$ cat config.mk
export PLATFORM = sky130hd
export DESIGN_NAME = xframeunpad
export DESIGN_NICKNAME = d
export VERILOG_FILES = /design/src/rtl/xframeunpad_pkg.sv /design/src/rtl/xframeunpad.sv
export SDC_FILE = /design/constraint.sdc
export NUM_CORES = 1
export LEC_CHECK = 0
export BUFFER_PORTS_ARGS = -buffer_cell sky130_fd_sc_hd__buf_2
export CORE_ASPECT_RATIO = 0.75
export CORE_MARGIN = 2
export CORE_UTILIZATION = 35
export DETAILED_ROUTE_END_ITERATION = 12
export SETUP_SLACK_MARGIN = 0.05
export SLEW_MARGIN = 20
export SYNTH_ARGS = -nofsm -noshare
export SYNTH_HDL_FRONTEND = slang
export SYNTH_SLANG_ARGS = --single-unit
$ cat constraint.sdc
create_clock -name clk -period 2.57 [get_ports clk]
set_input_delay 0.257 -clock clk [delete_from_list [all_inputs] [get_ports clk]]
set_output_delay 0.257 -clock clk [all_outputs]
set_load 0.1 [all_outputs]
$ cat src/rtl/xframeunpad_pkg.sv
// Shared definitions for the frame un-padder: ceil-log2 helper and FSM state encoding.
package xframeunpad_pkg;

  function automatic int clog2(input int value);
    int result;
    int rem;
    result = 0;
    rem    = value - 1;
    while (rem > 0) begin
      result = result + 1;
      rem    = rem >> 1;
    end
    return result;
  endfunction

  typedef enum logic [1:0] {
    ST_IDLE = 2'd0,
    ST_PASS = 2'd1,
    ST_DROP = 2'd2
  } state_t;

endpackage

$ cat src/rtl/xframeunpad.sv
// Strips padding from fixed-length frames: forwards the first keep samples of each
// frame, closes the output frame with o_tail and flags framing errors on o_err.
module xframeunpad
  import xframeunpad_pkg::*;
#(
  parameter  int BWID             = 16,
  parameter  int N_FRAME_LENGTH   = 1024,
  parameter  int N_MAX_BEFORE_PAD = 256,
  localparam int LWID             = clog2(N_MAX_BEFORE_PAD) + 1
) (
  input  logic            clk,
  input  logic            rst,
  input  logic [BWID-1:0] iv_data,
  input  logic            i_nd,
  input  logic            i_head,
  input  logic            i_tail,
  input  logic [LWID-1:0] iv_len,
  output logic [BWID-1:0] ov_data,
  output logic            o_dv,
  output logic            o_head,
  output logic            o_tail,
  output logic            o_err
);

  localparam int IWID = clog2(N_FRAME_LENGTH) + 1;
  localparam logic [IWID-1:0] LAST_IDX = IWID'(N_FRAME_LENGTH - 1);
  localparam logic [LWID-1:0] MAX_KEEP = LWID'(N_MAX_BEFORE_PAD);

  generate
    if (N_FRAME_LENGTH < 2 || N_MAX_BEFORE_PAD < 1 || N_MAX_BEFORE_PAD > N_FRAME_LENGTH) begin : g_bad_params
      $error("xframeunpad: illegal N_FRAME_LENGTH / N_MAX_BEFORE_PAD combination");
    end
  endgenerate

  state_t            state_reg;
  logic [IWID-1:0]   idx_reg;
  logic [LWID-1:0]   keep_reg;
  logic [LWID-1:0]   keep_next;
  logic              keep_last;
  logic              frame_end;

  // Payload length clamped into 1..N_MAX_BEFORE_PAD; the head sample is always kept.
  always_comb begin
    keep_next = iv_len;
    if (iv_len == '0) begin
      keep_next = LWID'(1);
    end else if (iv_len > MAX_KEEP) begin
      keep_next = MAX_KEEP;
    end
  end

  assign keep_last = (idx_reg == (IWID'(keep_reg) - IWID'(1)));
  assign frame_end = (idx_reg == LAST_IDX);

  always_ff @(posedge clk or posedge rst) begin
    if (rst) begin
      state_reg <= ST_IDLE;
      idx_reg   <= '0;
      keep_reg  <= LWID'(1);
      ov_data   <= '0;
      o_dv      <= 1'b0;
      o_head    <= 1'b0;
      o_tail    <= 1'b0;
      o_err     <= 1'b0;
    end else begin
      o_dv   <= 1'b0;
      o_head <= 1'b0;
      o_tail <= 1'b0;
      o_err  <= 1'b0;
      if (i_nd) begin
        if (i_head) begin
          // A head always starts a fresh frame; arriving mid-frame aborts the open one.
          keep_reg <= keep_next;
          ov_data  <= iv_data;
          o_dv     <= 1'b1;
          o_head   <= 1'b1;
          o_err    <= (state_reg != ST_IDLE) || i_tail;
          if (i_tail) begin
            o_tail    <= 1'b1;
            idx_reg   <= '0;
            state_reg <= ST_IDLE;
          end else if (keep_next == LWID'(1)) begin
            o_tail    <= 1'b1;
            idx_reg   <= IWID'(1);
            state_reg <= ST_DROP;
          end else begin
            idx_reg   <= IWID'(1);
            state_reg <= ST_PASS;
          end
        end else begin
          case (state_reg)
            ST_IDLE: begin
              state_reg <= ST_IDLE;
            end
            ST_PASS: begin
              ov_data <= iv_data;
              o_dv    <= 1'b1;
              o_tail  <= keep_last || i_tail;
              if (frame_end || i_tail) begin
                o_err     <= frame_end ? !i_tail : 1'b1;
                idx_reg   <= '0;
                state_reg <= ST_IDLE;
              end else begin
                idx_reg   <= idx_reg + IWID'(1);
                state_reg <= keep_last ? ST_DROP : ST_PASS;
              end
            end
            ST_DROP: begin
              if (frame_end || i_tail) begin
                o_err     <= frame_end ? !i_tail : 1'b1;
                idx_reg   <= '0;
                state_reg <= ST_IDLE;
              end else begin
                idx_reg   <= idx_reg + IWID'(1);
              end
            end
            default: begin
              idx_reg   <= '0;
              state_reg <= ST_IDLE;
            end
          endcase
        end
      end
    end
  end

endmodule

==> summary.txt, run 1 <==
Design area: 2660 µm²
Final worst setup slack: 259 ps
Vias: 1833
CTS buffer count: 5
Pin count of the biggest net entering global routing: 43
Dpl cells: 343
Final Non-Filler Cells: 351
Slowest CP cell: dfrtp_1
Syn Std Cell Area: 2190 µm²
Layout cells sized above 1: 31.9%
Routed len/inst: 13.7 µm
Height of the die: 72.5 µm
Post-synth EDFFs: 0
CP Depth: 11
VDD IR max: 348 µV
Max FFs per register: 16
Root Buffer: clkbuf_8
Layout Skew: 8.45 ps
R2R depth: 11
# IOs: 50
Post-detail-place hpwl: 3570 µm
Die area: 6910 µm²
Pwr dens: 717 nW/µm²
Worst Max-Slew Pin Slew: 534 ps
Sequential Area: 1050 µm²
Number of global-route vias before repair: 1633
Leakage: 1.22 nW
CTS clk-pin slew, worst paths: 80 ps
Initial Utilization: 37.0%
Post-synth net total: 252
Synth Warn #: 0
Antenna violations before repair: 0
GRT overflow: 0
Dpl ws: 167 ps
Maximum buffer depth of the clock tree: 2
Crit start category: flop
Vias/cell: 5.22
Hold slack: 74.7 ps
Crit path DAT: 2490 ps
Worst min-delay path class: in2async
Worst-Skew Late Latency: 300 ps
Worst-path cell chain: ha_1, and3_1, and3_1, nand4b_1, ha_1, nor2b_2, nand2_2, buf_4, nor2_1, o21ai_0, o21ai_0
Row count: 24
Syn avg cell area: 10.1 µm²
Post-Route WL: 4790 µm
Total of max-cap violations: 0
Post-layout minimum cycle time: 2310 ps
Routability congestion estimate: 0.888
Relative slew margins: 64.4%
Crit-path max cell delay: 420 ps
H-tree depth: 2
Reg2Reg Capture Point: idx_reg[3]
# nets final: 308
RSZ-0062 raised after global routing: false
N_diodes: 0
Buf/Inv on CP: 1
Tot Pwr: 1.90 mW
DRT Pass-1 Iters: 4
Crit Path Max Fanout: 6
Port Buf Inserts: 49
Area grow syn2layout: 21.3%
Core area: 5920 µm²
Footprint of the multi-input gates: 1090 µm²
Final setup viols: 0
Die Wd: 95.3 µm
Kind of cell adding the most delay to the critical path: simple AND/OR/NAND/NOR gates
GRT Overall Usage: 15.1%
Layout Utilization: 44.9%
Post-synth top flop: dfrtp_1
Starting DRC count in detailed routing: 122
Reg2Reg Setup Slack: 260 ps
Final Hold Vio Count: 0
Status: finished clean
Fmax: 433 MHz
Cells after synthesis: 216
Fin crit share: 89.9%
Critical path class: reg2reg
Post-DP Area: 2550 µm²
Antenna-violating nets left: 0
DRC viols: 0
Critical Path RT: 2750 ps
TritonCTS clock tree: done
R2R Path Start: idx_reg[1]
Slew Viols, Final: 0
Async SR Flop Fraction: 100%
Synth cell types: 42
Global-route wire length before repair: 7900 µm
Post-synthesis sequential area ratio: 48.1%
Setup TNS: 0 ps
Clock sink count: 42
Seq cells post-synth: 42
Setup crit end kind: flop
Fill cells: 570
-- kinds of logic after synthesis --
logic type	count (synthesis)	share of synthesized area [%]
buffers and inverters	15	2.57
xor gates and xnor gates	11	4.40
DFF	42	48.1
AOI/OAI and AO/OA	51	14.9
and+or+nand+nor	73	17.5
adders and majority gates	6	3.43
muxes	18	9.20
-- cell usage in the layout (no fill, tap or decap), drive strengths merged, types with 7 or more instances in the layout --
cell   netlist  routed
o21ai       22      22
buf          0      54
nand2       19      19
inv         10      10
a21oi        7       7
nor2        12      12
dfrtp       41      41
xnor2        9       9
mux2        17      17
-- report_power, final --
part           switching [mW]  internal [mW]  total, mW
sequential             0.0493          0.729      0.778
clock                   0.235          0.216      0.450
combinational           0.508          0.168      0.676
total                   0.792           1.11       1.90
-- what timing repair did --
action | CTS | global route
endpoints found under the setup margin | 0 | 5
resized for setup | 0 | 4
setup buffers | 0 | 0
hold buffers | 0 | 0
-- synthesized netlist by cell type, types with 3 or more instances --
master	instances	area, µm²
a21oi_1	7	35.0
ha_1	6	75.1
and3_1	4	25.0
a31oi_1	3	18.8
xnor2_1	9	78.8
a22o_1	4	35.0
inv_1	10	37.5
nand2_1	19	71.3
or3_1	6	37.5
o21ai_0	22	110
nor3_1	6	30.0
clkbuf_1	5	18.8
nand3_1	4	20.0
a22oi_1	3	22.5
nand2b_1	4	25.0
mux2_2	17	191
or4_1	3	22.5
nor2_1	12	45.0
dfrtp_1	41	1030
nand4_1	3	18.8
-- routing by layer --
layer  global-route usage [%]  share of wire (%)
met2                     19.8                 40
met1                     23.4                 52
met3                     5.61                6.5
met5                        0                  0
met4                     3.38                1.1
-- cell type report --
class                   count  share of cell area, %
clock buffers               6                   3.11
clock inverters             2                  0.471
inverters                  10                   1.41
multi-input cells         159                   41.0
flip-flops and latches     42                   39.7
well taps                  78                   3.68
repair buffers             54                   10.7
-- worst max path at each step --
stage,from,endpoint
after CTS,idx_reg[0],idx_reg[3]
final,idx_reg[1],idx_reg[3]
after global routing,idx_reg[1],idx_reg[3]
after global placement,idx_reg[0],idx_reg[4]
after floorplan,keep_reg[0],state_reg[0]
after detailed placement,idx_reg[0],idx_reg[3]
-- worst min-delay path: cells and delay by family --
kind | cells | cell delay [ps]
buffers and inverters | 3 | 570
(Power assumes the default switching activity.)
==> inputs of run 2 (changes only) <==
--- a/config.mk
+++ b/config.mk
@@ -10,6 +10,7 @@
 export CORE_MARGIN = 2
 export CORE_UTILIZATION = 35
 export DETAILED_ROUTE_END_ITERATION = 12
+export PLACE_DENSITY = 0.54
 export SETUP_SLACK_MARGIN = 0.05
 export SLEW_MARGIN = 20
 export SYNTH_ARGS = -nofsm -noshare
==> run 2 against run 1 <==
Compared with the run above: the flow now finishes with violations (negative hold slack); largest power group unchanged; total power about the same; register-to-register slack got worse by 40 ps; global-route usage increased by 0.73 points; worst hold slack got worse by 75 ps; largest cell class unchanged.
==> summary.txt, run 2 (synthesis gave the netlist of run 1 again) <==
Setup crit end kind: flop
VDD IR max: 304 µV
Layout Skew: 3.94 ps
RSZ-0062 raised after global routing: false
GRT overflow: 0
Crit path DAT: 2570 ps
TritonCTS clock tree: done
Post-DP Area: 2560 µm²
Design area: 2660 µm²
# nets final: 309
Global-route wire length before repair: 8360 µm
Top Metal Used: met4
Maximum buffer depth of the clock tree: 2
Leakage: 1.22 nW
Most common cell after layout, fill and taps aside: buf_2
Crit start category: flop
Max FFs per register: 16
Final Hold Vio Count: 1
Pin count of the biggest net entering global routing: 23
Crit-path max cell delay: 440 ps
Antenna-violating nets left: 0
Final worst setup slack: 221 ps
Routability congestion estimate: 0.811
DRC viols: 0
Clock sink count: 42
Layout cells sized above 1: 31.4%
Worst-Skew Late Latency: 300 ps
Failing checks: negative hold slack
Hold slack: -0.107 ps
Tot Pwr: 1.90 mW
CTS buffer count: 5
Antenna violations before repair: 0
Total of max-cap violations: 0
Vias/cell: 5.01
Fmax: 426 MHz
Commonest non-fill, non-tap cells in the layout: buf_2, dfrtp_1, o21ai_0
Setup Fix Bufs, Post-CTS: 0
Die area: 6910 µm²
Status: complete, but fails checks
Worst min-delay path class: in2async
Reg2Reg Capture Point: idx_reg[2]
Core area: 5920 µm²
Dpl cells: 344
GRT Overall Usage: 15.9%
R2R Path Start: idx_reg[0]
Row count: 24
Pwr dens: 716 nW/µm²
PostCTS Resize Cnt: 0
Slew Viols, Final: 0
Met2 WL post-DR: 1990 µm
Dpl ws: 201 ps
# IOs: 50
Height of the die: 72.5 µm
H-tree depth: 2
R2R depth: 10
Starting DRC count in detailed routing: 84
Layout Utilization: 44.9%
Initial Utilization: 37.0%
N_diodes: 0
Setup TNS: 0 ps
DRT Pass-1 Iters: 4
Port Buf Inserts: 49
M1 wire length: 2550 µm
Critical Path RT: 2790 ps
Worst-path cell chain: ha_1, and3_1, and3_1, nand4b_1, ha_1, nor2b_1, nand2_2, nor2_2, nand2_1, o21ai_0
Area grow syn2layout: 21.4%
Crit Path Max Fanout: 7
Relative slew margins: 46.7%
Root Buffer: clkbuf_8
Routed len/inst: 13.8 µm
CTS Hold Bufs: 0
Final Non-Filler Cells: 352
Die Wd: 95.3 µm
Post-Route WL: 4870 µm
Post-detail-place hpwl: 3720 µm
Slowest CP cell: dfrtp_1
Worst Max-Slew Pin Slew: 794 ps
Number of global-route vias before repair: 1770
CTS clk-pin slew, worst paths: 80 ps
Reg2Reg Setup Slack: 220 ps
Fin crit share: 91.4%
Vias: 1762
Post-layout minimum cycle time: 2350 ps
Met3 wire length: 270 µm
Critical path class: reg2reg
Final setup viols: 0
-- run 2: cell types whose count changed in the layout (fill, tap and decap cells not counted), sizes merged --
cell and change:
buf +1, clkinv +1, inv -1
-- run 2: worst max-delay path by stage --
stage / from / endpoint / slack, ps
2_1_floorplan: keep_reg[0] / state_reg[0] / 350
3_3_place_gp: idx_reg[0] / idx_reg[2] / 270
3_5_place_dp: idx_reg[0] / idx_reg[3] / 200
4_1_cts: idx_reg[0] / idx_reg[2] / 150
5_1_grt: idx_reg[0] / idx_reg[3] / 50
6_report: idx_reg[0] / idx_reg[2] / 220
-- run 2: where the power goes --
group          total, mW  switching (mW)  internal (mW)
clock network      0.451           0.235          0.216
logic              0.673           0.506          0.167
registers          0.780          0.0508          0.729
-- run 2: area by class of cell --
cell class                 count  area (µm²)
fill                         596        3260
inverter                      10        37.5
tap                           78        97.6
sequential                    42        1050
clock inverter                 2        12.5
clock buffer                   6        82.6
multi-input combinational    159        1090
timing repair buffer          55         290
-- run 2: layer usage --
metal	vias up	global-route usage, %
met2	45	22.5
met3	7	3.43
met5	-	0
met1	816	23.9
met4	0	5.31
li1	894	-
-- run 2: worst max-delay path: cells and delay by family, from the launching register on --
family / cells / cell delay [ps]
flip-flops: 1 / 440
AND/OR/NAND/NOR: 7 / 1230
adder cells (fa/ha/maj): 2 / 410
AO/OA/AOI/OAI: 1 / 170
